### config.mk
export PLATFORM = sky130hd
export DESIGN_NAME = fetch_decode_reg
export DESIGN_NICKNAME = d
export VERILOG_FILES = /design/src/rtl/cpu_pkg.sv /design/src/rtl/br_class.sv /design/src/rtl/fetch_decode_reg.sv
export SDC_FILE = /design/constraint.sdc
export NUM_CORES = 1
export LEC_CHECK = 0
export CORE_AREA = 5 5 118 120
export CTS_CLUSTER_SIZE = 16
export DETAILED_ROUTE_END_ITERATION = 10
export DIE_AREA = 0 0 123 125
export PLACE_DENSITY = 0.76
export SLEW_MARGIN = 20
export SYNTH_ARGS = -nofsm -noshare
export SYNTH_HDL_FRONTEND = slang
export SYNTH_SLANG_ARGS = --single-unit
export TNS_END_PERCENT = 1
### constraint.sdc
create_clock -name clk -period 1.7 [get_ports clk]
set_input_delay 0.34 -clock clk [delete_from_list [all_inputs] [get_ports clk]]
set_output_delay 0.34 -clock clk [all_outputs]
set_load 0.005 [all_outputs]
### src/rtl/cpu_pkg.sv
// Shared definitions for the five-stage MIPS core.
// Holds opcode/funct/rt field values for control-transfer instructions,
// the pc_src branch-class encodings, exception codes and the reset PC.
package cpu_pkg;

  // Opcode field values (instr[31:26])
  localparam logic [5:0] OP_SPECIAL = 6'b000000;
  localparam logic [5:0] OP_REGIMM  = 6'b000001;
  localparam logic [5:0] OP_J       = 6'b000010;
  localparam logic [5:0] OP_JAL     = 6'b000011;
  localparam logic [5:0] OP_BEQ     = 6'b000100;
  localparam logic [5:0] OP_BNE     = 6'b000101;
  localparam logic [5:0] OP_BLEZ    = 6'b000110;
  localparam logic [5:0] OP_BGTZ    = 6'b000111;

  // Funct field values (instr[5:0]) under OP_SPECIAL
  localparam logic [5:0] FUNCT_JR   = 6'b001000;
  localparam logic [5:0] FUNCT_JALR = 6'b001001;

  // rt field values (instr[20:16]) under OP_REGIMM
  localparam logic [4:0] RT_BLTZ = 5'b00000;
  localparam logic [4:0] RT_BGEZ = 5'b00001;

  // Branch-class encodings driven on pc_src
  localparam int unsigned PC_SRC_W = 4;
  localparam logic [PC_SRC_W-1:0] PC_SRC_NONE = 4'd0;
  localparam logic [PC_SRC_W-1:0] PC_SRC_BEQ  = 4'd1;
  localparam logic [PC_SRC_W-1:0] PC_SRC_J    = 4'd2;
  localparam logic [PC_SRC_W-1:0] PC_SRC_JR   = 4'd3;
  localparam logic [PC_SRC_W-1:0] PC_SRC_BNE  = 4'd4;
  localparam logic [PC_SRC_W-1:0] PC_SRC_BLEZ = 4'd5;
  localparam logic [PC_SRC_W-1:0] PC_SRC_BGTZ = 4'd6;
  localparam logic [PC_SRC_W-1:0] PC_SRC_BLTZ = 4'd7;
  localparam logic [PC_SRC_W-1:0] PC_SRC_BGEZ = 4'd8;

  // Exception codes
  localparam logic [4:0] EXC_NONE = 5'd0;
  localparam logic [4:0] EXC_ADEL = 5'd4;

  // PC after reset
  localparam logic [31:0] RESET_PC_DEFAULT = 32'h0000_3000;

endpackage

### src/rtl/br_class.sv
// Combinational branch/jump class decoder.
// Ports:
//   instr  in  INSTR_W  instruction word (opcode [31:26], rt [20:16], funct [5:0])
//   pc_src out PC_SRC_W class code, PC_SRC_NONE for anything that is not a
//                       control transfer (including unknown REGIMM rt values)
// Stateless, so the ID-stage comparator can reuse it directly.
module br_class
  import cpu_pkg::*;
#(
  parameter int unsigned INSTR_W = 32
) (
  input  logic [INSTR_W-1:0]  instr,
  output logic [PC_SRC_W-1:0] pc_src
);

  logic [5:0] opcode;
  logic [4:0] rt;
  logic [5:0] funct;
  logic       unused_fields;

  assign opcode = instr[31:26];
  assign rt     = instr[20:16];
  assign funct  = instr[5:0];
  assign unused_fields = ^{instr[25:21], instr[15:6]};

  always_comb begin
    pc_src = PC_SRC_NONE;
    unique case (opcode)
      OP_BEQ:  pc_src = PC_SRC_BEQ;
      OP_J,
      OP_JAL:  pc_src = PC_SRC_J;
      OP_BNE:  pc_src = PC_SRC_BNE;
      OP_BLEZ: pc_src = PC_SRC_BLEZ;
      OP_BGTZ: pc_src = PC_SRC_BGTZ;
      OP_SPECIAL: begin
        if (funct == FUNCT_JR || funct == FUNCT_JALR) pc_src = PC_SRC_JR;
      end
      OP_REGIMM: begin
        if (rt == RT_BLTZ)      pc_src = PC_SRC_BLTZ;
        else if (rt == RT_BGEZ) pc_src = PC_SRC_BGEZ;
      end
      default: pc_src = PC_SRC_NONE;
    endcase
  end

endmodule

### src/rtl/fetch_decode_reg.sv
// IF/ID pipeline register with stall, flush, delay-slot tracking and
// saturating stall/flush performance counters.
// Ports:
//   clk, reset        clock; synchronous active-high reset
//   stall             hold every register this cycle
//   flush             load a bubble at flush_pc (wins over stall)
//   flush_pc          PC given to the bubble on flush
//   in_valid/instr/pc/exc   fetch-stage slot
//   instr/pc/valid/exc      held slot (one cycle after in_*)
//   bd                held instruction is in a branch delay slot
//   pc_src            branch class of the held instruction (0 when invalid)
//   stall_cnt         cycles stalled while holding a valid instruction
//   flush_cnt         number of flush events
// Slot semantics: there is no back-pressure handshake. valid qualifies the
// held slot; a slot with valid=0 is a bubble and carries instr=0, exc=0.
// stall is the only hold mechanism and applies to the whole register.
module fetch_decode_reg
  import cpu_pkg::*;
#(
  parameter int unsigned     PC_W     = 32,
  parameter int unsigned     INSTR_W  = 32,
  parameter int unsigned     EXC_W    = 5,
  parameter int unsigned     CNT_W    = 16,
  parameter logic [PC_W-1:0] RESET_PC = PC_W'(RESET_PC_DEFAULT)
) (
  input  logic                clk,
  input  logic                reset,
  input  logic                stall,
  input  logic                flush,
  input  logic [PC_W-1:0]     flush_pc,
  input  logic                in_valid,
  input  logic [INSTR_W-1:0]  in_instr,
  input  logic [PC_W-1:0]     in_pc,
  input  logic [EXC_W-1:0]    in_exc,
  output logic [INSTR_W-1:0]  instr,
  output logic [PC_W-1:0]     pc,
  output logic                valid,
  output logic [EXC_W-1:0]    exc,
  output logic                bd,
  output logic [PC_SRC_W-1:0] pc_src,
  output logic [CNT_W-1:0]    stall_cnt,
  output logic [CNT_W-1:0]    flush_cnt
);

  logic [INSTR_W-1:0]  instr_q, instr_d;
  logic [PC_W-1:0]     pc_q, pc_d;
  logic                valid_q, valid_d;
  logic [EXC_W-1:0]    exc_q, exc_d;
  logic                bd_q, bd_d;
  logic [CNT_W-1:0]    stall_cnt_q, stall_cnt_d;
  logic [CNT_W-1:0]    flush_cnt_q, flush_cnt_d;
  logic [PC_SRC_W-1:0] held_class;

  br_class #(.INSTR_W(INSTR_W)) u_br_class (
    .instr  (instr_q),
    .pc_src (held_class)
  );

  // A stale instruction left in a bubble must never look like a branch.
  assign pc_src = valid_q ? held_class : PC_SRC_NONE;

  always_comb begin
    instr_d     = instr_q;
    pc_d        = pc_q;
    valid_d     = valid_q;
    exc_d       = exc_q;
    bd_d        = bd_q;
    stall_cnt_d = stall_cnt_q;
    flush_cnt_d = flush_cnt_q;

    if (flush) begin
      instr_d = '0;
      pc_d    = flush_pc;
      valid_d = 1'b0;
      exc_d   = '0;
      bd_d    = 1'b0;
      if (flush_cnt_q != '1) flush_cnt_d = flush_cnt_q + CNT_W'(1);
    end else if (stall) begin
      if (valid_q && stall_cnt_q != '1) stall_cnt_d = stall_cnt_q + CNT_W'(1);
    end else begin
      valid_d = in_valid;
      pc_d    = in_pc;
      // A faulting fetch becomes a nop that still carries its exception.
      exc_d   = in_valid ? in_exc : '0;
      instr_d = (in_valid && in_exc == '0) ? in_instr : '0;
      // The incoming slot follows the currently held instruction, so it is
      // a delay slot exactly when the held one is a valid control transfer.
      bd_d    = in_valid && (pc_src != PC_SRC_NONE);
    end
  end

  always_ff @(posedge clk) begin
    if (reset) begin
      instr_q     <= '0;
      pc_q        <= RESET_PC;
      valid_q     <= 1'b0;
      exc_q       <= '0;
      bd_q        <= 1'b0;
      stall_cnt_q <= '0;
      flush_cnt_q <= '0;
    end else begin
      instr_q     <= instr_d;
      pc_q        <= pc_d;
      valid_q     <= valid_d;
      exc_q       <= exc_d;
      bd_q        <= bd_d;
      stall_cnt_q <= stall_cnt_d;
      flush_cnt_q <= flush_cnt_d;
    end
  end

  assign instr     = instr_q;
  assign pc        = pc_q;
  assign valid     = valid_q;
  assign exc       = exc_q;
  assign bd        = bd_q;
  assign stall_cnt = stall_cnt_q;
  assign flush_cnt = flush_cnt_q;

endmodule

==> summary.log, run 1 <==
qor: status.outcome finished, violations left
qor: status.failed_checks setup timing
qor: floorplanning.die_area 15400 um^2
qor: yosys.post_synth_inst_count 557
qor: sta.clock-skew-final 0.00668 ns
qor: global_routing.grt_max_degree 104
qor: cts.later_pin_clock_latency_in_the_skew_report 0.34 ns
qor: global_routing.globalRouteOverflowTotal 0
qor: yosys.synth_edf_count 0
qor: worst_setup_path.timing.critical_path.fanout_max 3
qor: floorplanning.dieHeight 125 um
qor: final_layout.post_route_cells_drive_above_1_share 15.3%
qor: cts.cts-root-to-sink-buffers 2
qor: yosys.post_synth_num_cell_types 47
qor: sta.maxSlewHeadroom 59.9%
qor: sta.finalHoldViolations 0
qor: worst_setup_path.cpMaxStageDelayCell or4_4
qor: sta.layout_setup_ws -0.568 ns
qor: sta.grt_setup_unrepaired true
qor: yosys.synth-main-ff-cell dfxtp_1
qor: drt.routed-via-count 5062
qor: drt.drc_errors_left 0
qor: sta.final_max_slew_viol_count 0
qor: worst_setup_path.crit_path_cell_trace or4_4, nor3b_4, buf_4, o21ai_2, a21oi_2, buf_2
qor: floorplanning.die_w 123 um
qor: worst_setup_path.r2r_cells 8
qor: worst_setup_path.critical_path.startpoint instr[18]$_SDFFE_PP0N_
qor: drt.wl_per_cell 16.0 um
qor: power_and_ir_drop.fin_total_pwr 5.14 mW
qor: worst_setup_path.setup.worst_path.class reg -> out
qor: sta.timing.fmax 441 MHz
qor: worst_setup_path.worst_r2r_endpoint bd$_SDFFE_PP0N_
qor: place.dp_cells 953
qor: drt.drt_first_iter_violations 316
qor: cts.cts_max_level 3
qor: cts.clockRootBuffer clkbuf_16
qor: worst_setup_path.start_kind flop
qor: worst_setup_path.ff_to_ff_setup_slack -0.08 ns
qor: place.globalplace.congestion 0.818
qor: worst_setup_path.critical_path_required 1.36 ns
qor: power_and_ir_drop.power_per_cell_area 668 nW/um^2
qor: worst_hold_path.hold-path-endpoint valid$_SDFFE_PP0N_
qor: power_and_ir_drop.worst_ir_drop_vdd 471 uV
qor: final_layout.final_core_util 59.7%
qor: final_layout.number_of_nets_in_the_finished_design 899
qor: place.placement.io_buffers 212
qor: place.detailed_place.area 7270 um^2
qor: global_routing.first_global_vias 4978
qor: floorplanning.placement_row_count 42
qor: floorplanning.initial_utilization 36.5%
qor: yosys.synth_sequential_area_ratio 43.9%
qor: place.dp.final_hpwl 11300 um
qor: power_and_ir_drop.total_leakage_power 2.89 nW
qor: sta.hold_ws 0.306 ns
qor: yosys.yosys_warnings 0
qor: cts.cts-buffers-inserted 9
qor: sta.final_min_period_over_clock_period 133%
qor: yosys.avg_inst_size_synth 8.43 um^2
qor: global_routing.grt_antenna_before_repair 1
qor: yosys.mappedNetlistNets 665
qor: worst_hold_path.hold_path_class in -> reg
qor: worst_hold_path.hold_path_startpoint stall
qor: final_layout.post-route-cell-area 7690 um^2
qor: cts.cts_tree built
qor: floorplanning.core_region_area 12900 um^2
qor: drt.ant_nets 0
qor: sta.worstMarginPinSlew 0.602 ns
qor: job.max-cap-violations 0
qor: cts.hold_buffers 0
qor: yosys.netlist_area 4690 um^2
qor: drt.firstDrtPassIters 4
qor: sta.period_minus_slack 2.27 ns
qor: worst_hold_path.timing.hold.worst_path_depth 3
qor: cts.clkTransAtPathRegs 0.07 ns
qor: drt.routed_wl 15500 um
qor: cts.number_of_sinks_driven_by_the_clock_tree 103
qor: yosys.async_flop_share 0%
qor: final_layout.instances_no_fill 972
qor: final_layout.area.growth.synth_to_final 63.9%
qor: yosys.synth-seq-cells 103
qor: final_layout.layout.filler_cells 1160
qor: floorplanning.floorplan.io_pins 213
qor: worst_setup_path.arrival 1.93 ns
qor: sta.final-setup-viol-count 7
qor: global_routing.gr-usage-all-layers 19.1%
qor: drt.viasPerCell 5.21
qor: worst_setup_path.r2r-start instr[18]$_SDFFE_PP0N_
qor: final_layout.number_of_antenna_diodes 0
qor: global_routing.global_route_wire_length_before_repair 23900 um
qor: worst_setup_path.crit_path_max_incr_delay 0.56 ns
qor: worst_setup_path.endpoint_kind primary output
[critical path, delay by kind of cell (launching register included)]
family	cells	cell delay (ns)
and+or+nand+nor	2	0.81
DFF	1	0.33
buffers and inverters	2	0.28
AOI/OAI and AO/OA	2	0.18
[power by group]
group	internal (mW)	switching, mW	total [mW]
sequential	2.47	0.0347	2.50
combinational	0.427	0.265	0.692
clock	1.07	0.876	1.95
[routing by layer]
| metal | track usage, % | part of all wire, % |
|---|---|---|
| met1 | 21.5 | 39 |
| met5 | 0 | 0.10 |
| met2 | 32.7 | 49 |
| met4 | 7.75 | 2.6 |
| met3 | 6.87 | 9.6 |
[registers in the layout (all words and copies together), names as in the netlist]
| register | count |
|---|---|
| pc | 32 |
| instr | 32 |
| valid | 1 |
| flush_cnt | 16 |
| stall_cnt | 16 |
| exc | 5 |
| bd | 1 |
[synthesized netlist by cell type, types with 3 or more instances]
cell	count	area, um^2
buf_1	6	22.5
nor2b_1	3	18.8
or4_1	17	128
mux2i_1	33	330
nor3_1	7	35.0
a22oi_1	5	37.5
mux2_2	3	33.8
o21a_1	3	22.5
dfxtp_1	103	2060
nand4_1	8	50.1
buf_2	10	50.1
o21ai_0	9	45.0
nand3_1	13	65.1
clkbuf_1	22	82.6
inv_1	5	18.8
a21oi_1	93	465
nor2_1	73	274
nand2_1	47	176
or3_1	9	56.3
nand3b_1	33	248
o31ai_1	16	120
and4_1	6	52.6
or4b_2	3	30.0
[timing repair]
item	in CTS	in global routing
setup endpoints to repair	44	63
gates resized for setup	33	34
pin swaps	7	20
setup buffers	2	1
[per-stage QoR]
| stage | worst slack (ns) | TNS (ns) |
|---|---|---|
| after CTS | -0.574 | -1.92 |
| after floorplan | -0.0173 | -0.0332 |
| final | -0.568 | -2.02 |
| after global routing | -0.631 | -2.98 |
| after detailed placement | -0.572 | -15.60 |
| after global placement | -0.539 | -14.35 |
[worst max-delay path by stage]
stage | endpoint | slack [ns] | depth (start not counted)
2_1_floorplan | pc_src[1] | -0.02 | 4
3_3_place_gp | pc_src[0] | -0.54 | 5
3_5_place_dp | pc_src[0] | -0.57 | 5
4_1_cts | pc_src[0] | -0.57 | 6
5_1_grt | pc_src[0] | -0.63 | 6
6_report | pc_src[0] | -0.57 | 6
[cell families (layout without fill, tap and decap cells)]
family                   count (synthesis)  count (layout)  synth area share, %
buffers and inverters                   45             284                 4.05
flip-flops                             103             103                 43.9
adder cells (fa/ha/maj)                  2               2                0.533
multiplexers                            36              36                 7.76
AND/OR/NAND/NOR                        234             234                 27.0
AO/OA/AOI/OAI                          137             137                 16.7
[cells in the final DEF, fill, tap and decap left out, types with 3 or more instances in the layout]
| cell type | synthesis | final |
|---|---|---|
| a21oi_1 | 93 | 85 |
| a21oi_2 | 0 | 8 |
| a22oi_1 | 5 | 5 |
| and4_1 | 6 | 4 |
| buf_12 | 0 | 3 |
| buf_2 | 10 | 5 |
| buf_4 | 0 | 49 |
| clkbuf_16 | 0 | 9 |
| clkdlybuf4s50_1 | 0 | 194 |
| dfxtp_1 | 103 | 85 |
| dfxtp_2 | 0 | 16 |
| dlygate4sd2_1 | 0 | 5 |
| dlymetal6s2s_1 | 0 | 7 |
| inv_1 | 5 | 5 |
| mux2_2 | 3 | 3 |
| mux2i_1 | 33 | 33 |
| nand2_1 | 47 | 47 |
| nand3_1 | 13 | 12 |
| nand3b_1 | 33 | 33 |
| nand4_1 | 8 | 8 |
| nor2_1 | 73 | 73 |
| nor2b_1 | 3 | 3 |
| nor3_1 | 7 | 5 |
| o21a_1 | 3 | 3 |
| o21ai_0 | 9 | 8 |
| o31ai_1 | 16 | 16 |
| or3_1 | 9 | 9 |
| or4_1 | 17 | 14 |
| or4_4 | 0 | 3 |
| or4b_4 | 0 | 3 |
[layout make-up]
class                   instances  area (um^2)  share of cell area [%]
well taps                     176          220                    2.86
clock buffers                  13          260                    3.38
multi-input cells             409         2560                    33.3
repair buffers                263         2530                    32.8
clock inverters                 3         17.5                   0.228
flip-flops and latches        103         2090                    27.2
inverters                       5         18.8                   0.244
Note: power is estimated with default switching activity, not from simulation.
==> run 2: changes to the inputs <==
--- a/config.mk
+++ b/config.mk
@@ -6,6 +6,7 @@
 export NUM_CORES = 1
 export LEC_CHECK = 0
 export CORE_AREA = 5 5 118 120
+export CTS_CLUSTER_DIAMETER = 150
 export CTS_CLUSTER_SIZE = 16
 export DETAILED_ROUTE_END_ITERATION = 10
 export DIE_AREA = 0 0 123 125
==> results of run 2 <==
No change in the layout: final DEF, timing and power equal those of run 1.
